### config.mk
export PLATFORM = sky130hd
export DESIGN_NAME = imem_arbiter
export DESIGN_NICKNAME = d
export VERILOG_FILES = /design/src/rtl/imem_arbiter.sv
export SDC_FILE = /design/constraint.sdc
export NUM_CORES = 1
export LEC_CHECK = 0
export ABC_AREA = 1
export CAP_MARGIN = 20
export CORE_MARGIN = 2
export CORE_UTILIZATION = 38
export CTS_BUF_LIST = sky130_fd_sc_hd__clkbuf_8 sky130_fd_sc_hd__clkbuf_16
export DETAILED_ROUTE_END_ITERATION = 10
export HOLD_SLACK_MARGIN = 0.08
export MAX_ROUTING_LAYER = met4
export PLACE_DENSITY = 0.77
export SYNTH_ARGS = -nofsm -noshare
export SYNTH_HDL_FRONTEND = slang
export SYNTH_SLANG_ARGS = --single-unit
### constraint.sdc
create_clock -name clk -period 1.35 [get_ports clk]
set_input_delay 0.3375 -clock clk [delete_from_list [all_inputs] [get_ports clk]]
set_output_delay 0.3375 -clock clk [all_outputs]
set_load 0.005 [all_outputs]
### src/rtl/imem_arbiter.sv
// imem_arbiter: shares one instruction-memory read port between CPU fetch and a debug/loader reader.
// Fetch wins by default; a starvation guard forces a debug grant after STARVE_LIM back-to-back fetches.
module imem_arbiter #(
    parameter int ADDR_W     = 32,
    parameter int DATA_W     = 32,
    parameter int MEM_LAT    = 1,
    parameter int STARVE_LIM = 4
) (
    input  logic              clk,
    input  logic              rst,
    input  logic              f_req,
    input  logic [ADDR_W-1:0] f_addr,
    output logic              f_gnt,
    output logic              f_rvalid,
    output logic [DATA_W-1:0] f_rdata,
    output logic              cpu_stall,
    input  logic              d_req,
    input  logic [ADDR_W-1:0] d_addr,
    output logic              d_gnt,
    output logic              d_rvalid,
    output logic [DATA_W-1:0] d_rdata,
    output logic              mem_ce,
    output logic [ADDR_W-1:0] mem_addr,
    input  logic [DATA_W-1:0] mem_data
);
    localparam int CW = $clog2(MEM_LAT + 1);
    localparam int SW = $clog2(STARVE_LIM + 1);
    localparam logic [0:0] S_IDLE = 1'b0;
    localparam logic [0:0] S_WAIT = 1'b1;
    logic [0:0]        state;
    logic [CW-1:0]     cnt;
    logic [SW-1:0]     starve;
    logic              owner;
    logic [ADDR_W-1:0] addr;
    logic              idle, d_win, done;
    // grants are gated by rst so nothing is offered while reset is held
    assign idle      = rst & (state == S_IDLE);
    assign d_win     = d_req & ((starve == SW'(STARVE_LIM)) | ~f_req);
    assign d_gnt     = idle & d_win;
    assign f_gnt     = idle & f_req & ~d_win;
    assign cpu_stall = rst & f_req & ~f_gnt;
    assign mem_ce    = (state == S_WAIT);
    assign mem_addr  = mem_ce ? addr : '0;
    assign done      = mem_ce & (cnt == CW'(1));
    always_ff @(posedge clk or negedge rst) begin
        if (!rst) begin
            state    <= S_IDLE;
            cnt      <= '0;
            starve   <= '0;
            owner    <= 1'b0;
            addr     <= '0;
            f_rvalid <= 1'b0;
            d_rvalid <= 1'b0;
            f_rdata  <= '0;
            d_rdata  <= '0;
        end else begin
            f_rvalid <= done & ~owner;
            d_rvalid <= done & owner;
            starve   <= (d_gnt | ~d_req) ? '0 : (f_gnt && starve != SW'(STARVE_LIM)) ? starve + 1'b1 : starve;
            if (f_gnt | d_gnt) begin
                state <= S_WAIT;
                owner <= d_gnt;
                addr  <= d_gnt ? d_addr : f_addr;
                cnt   <= CW'(MEM_LAT);
            end
            if (mem_ce)
                cnt <= cnt - 1'b1;
            if (done) begin
                state <= S_IDLE;
                if (owner)
                    d_rdata <= mem_data;
                else
                    f_rdata <= mem_data;
            end
        end
    end
endmodule

==> out/results.txt <==
Tightest Pin Transition: 1010 ps
post-layout worst setup margin: -421 ps
switching power share of the total: 0.383
antenna violations before repair: 0
Pint: 13.3 mW
global-route wire length before repair: 25.3 mm
starting density of the core: 0.384
final WL: 20.1 mm
DRC Markers: 0
Reg2Reg Setup Slack: -300 ps
Leak: 5.26 nW
Comb power frac: 0.586
Clock transition at path regs: 70 ps
Critical Path Start: starve[0]
Detailed Place HPWL: 9.22 mm
dominant cell type by area after synthesis: dfrtp_1
number of global-route vias before repair: 4961
Routed Antenna Nets: 0
final setup fails: 138
placed standard-cell area: 6770 sq um
number of diodes: 0
pre-CTS setup slack: -714 ps
Clock Latency Late Sink: 340 ps
Die Span X: 114 microns
failing checks: setup timing
Area Overhead vs Synth: 113%
fmax: 565 MHz
share of layout cells above drive strength 1: 0.535
Reg2Reg Depth: 10
post-synthesis register bit count: 104
critical-path cell list: inv_1 -> ha_4 -> nand2_2 -> nand2_2 -> nand2_4 -> nand2_2 -> inv_2 -> nor2_2 -> buf_2
Netlist Area Pre-Place: 4560 sq um
startpoint types: flop
Req. time, crit path: 1010 ps
Clock power frac: 0.134
fin. max-slew vios: 0
Clock Sinks: 104
CTS tree: built
fin crit share: 1.31
crit path to: cpu_stall
clk buf depth: 2
die area: 12900 sq um
max cap viols: 0
non-filler cells, final: 990
Die Ht: 114 microns
commonest non-fill, non-tap cell in the layout: dfrtp_1
grt ovf: 0
Crit. End Element: primary output
commonest non-fill, non-tap cells in the layout: 103 x dfrtp_1, 96 x nand2_4, 96 x clkdlybuf4s50_1, 66 x buf_4, 47 x o21ai_2
Site Rows: 40
Post-Route Skew: 12.8 ps
critical-path maximum fanout: 4
largest net degree at the start of global routing: 79
Psw: 8.26 mW
# IOs: 202
Synth warnings: 0
Yosys top cell area share: 0.571
post-route core utilization: 0.819
RR Startpoint: mem_ce
Reg-to-Reg End: f_rdata[23]
Syn Inst Count: 529
syn nets: 631
clk root buf: clkbuf_16
post-synthesis sequential area ratio: 0.571
Min-Delay Path Class: input pin to asynchronous set/reset pin
Pwr Density: 2220 nW/um^2
Tmin final: 1770 ps
Vias: 5210
unrepaired setup endpoints after global routing: true
htree depth: 3
CP most frequent cell: nand2_2
core area: 11900 sq um
placed cell count: 870
Setup Crit Path Kind: flop to primary output
Mapped Avg Cell Area: 8.62 sq um
Final Instance Area: 9710 sq um
peak supply drop: 0.957 mV
global placer's final weighted congestion: 0.848
Distinct cells, synth: 22
CP Data Arrival Time: 1430 ps
WL/cell: 20.3 microns
dominant cells by area after synthesis: dfrtp_1 57%, nand2_1 14%, nand3_1 7.2%
Port Buffer Count: 201
final hold violations: 0
DR iter-0 viols: 346
Worst path slowest cell: dfrtp_1
GR Util All Layers: 0.259
router iterations before antenna repair: 5
vias per inst: 5.26
Critical Path Max Stage Delay: 390 ps
Worst slew margin: 0.328
number of buffers created by CTS: 9
Final #Nets: 940
outcome: finished with violations
Sequential Power Share: 0.280
layer usage:
metal	share of wire	vias up	GRT usage	wire length (microns)
li1	-	2276	-	-
met2	0.53	293	0.457	10700
met4	0.033	0	0.110	653
met3	0.068	55	0.0430	1370
met1	0.36	2586	0.293	7310
met5	0	-	-	0
flip-flops by register name (all words and copies together), names as in the netlist:
register and count:
f_rvalid 1, d_rvalid 1, f_rdata 32, addr 32
mem_ce 1, starve 3, cnt 1, owner 1
d_rdata 32
what timing repair did:
action | CTS | global route
pin swaps | 3 | 7
gates cloned | 20 | 10
setup buffers | 42 | 43
hold buffers | 0 | 0
setup endpoints to repair | 172 | 187
resized for setup | 416 | 337
logic make-up after synthesis:
group	count (synthesis)	share of synthesized area
compound gates	68	0.0766
xor+xnor	1	0.00192
fa+ha+maj	2	0.00549
buf+inv	107	0.115
flops	104	0.571
simple gates	247	0.230
critical path, delay by kind of cell, from the launching register on:
| kind | cells | cell delay, ps |
|---|---|---|
| and+or+nand+nor | 5 | 320 |
| adders and majority gates | 1 | 130 |
| DFF | 1 | 390 |
| buffers and inverters | 3 | 240 |
per-stage QoR:
step / power, mW / hold WS, ps / TNS, ps
global placement: 11.7 / 466 / -21940
CTS: 17.3 / 194 / -20080
floorplan: 8.11 / 41.9 / -51.7
detailed placement: 11.9 / 478 / -24350
finish: 21.6 / 208 / -30430
global route: 22.5 / 216 / -37370
power groups by stage:
stage	Sequential [mW]	Combinational [mW]	Clock, mW
detailed placement	5.50	6.45	0
global placement	5.45	6.23	0
CTS	5.62	8.80	2.87
global route	6.15	13.3	3.08
finish	6.05	12.6	2.89
floorplan	5.44	2.67	0
Yosys cell counts, drive strengths merged:
| cell type | instances |
|---|---|
| o211ai | 1 |
| inv | 77 |
| o21ai | 66 |
| nand3 | 66 |
| clkbuf | 5 |
| nor2 | 4 |
| nand2 | 176 |
| buf | 25 |
| xor2 | 1 |
| o22ai | 1 |
| nand4 | 1 |
| dfrtp | 104 |
| ha | 2 |
final cells by class:
| class | instances | area (sq um) |
|---|---|---|
| Inverter | 77 | 307 |
| Multi-Input combinational cell | 320 | 2740 |
| Fill cell | 630 | 2150 |
| Tap cell | 147 | 184 |
| Clock buffer | 10 | 239 |
| Sequential cell | 104 | 2600 |
| Clock inverter | 6 | 87.6 |
| Timing Repair Buffer | 326 | 3550 |
how the worst min path moves through the flow:
stage / endpoint / from / slack (ps)
floorplan: addr[0] / rst / 40
global placement: d_rdata[19] / d_rdata[19] / 470
detailed placement: d_rdata[20] / d_rdata[20] / 480
CTS: starve[2] / rst / 190
global route: starve[2] / rst / 220
finish: starve[2] / rst / 210
Note: power is estimated with default switching activity, not from simulation.
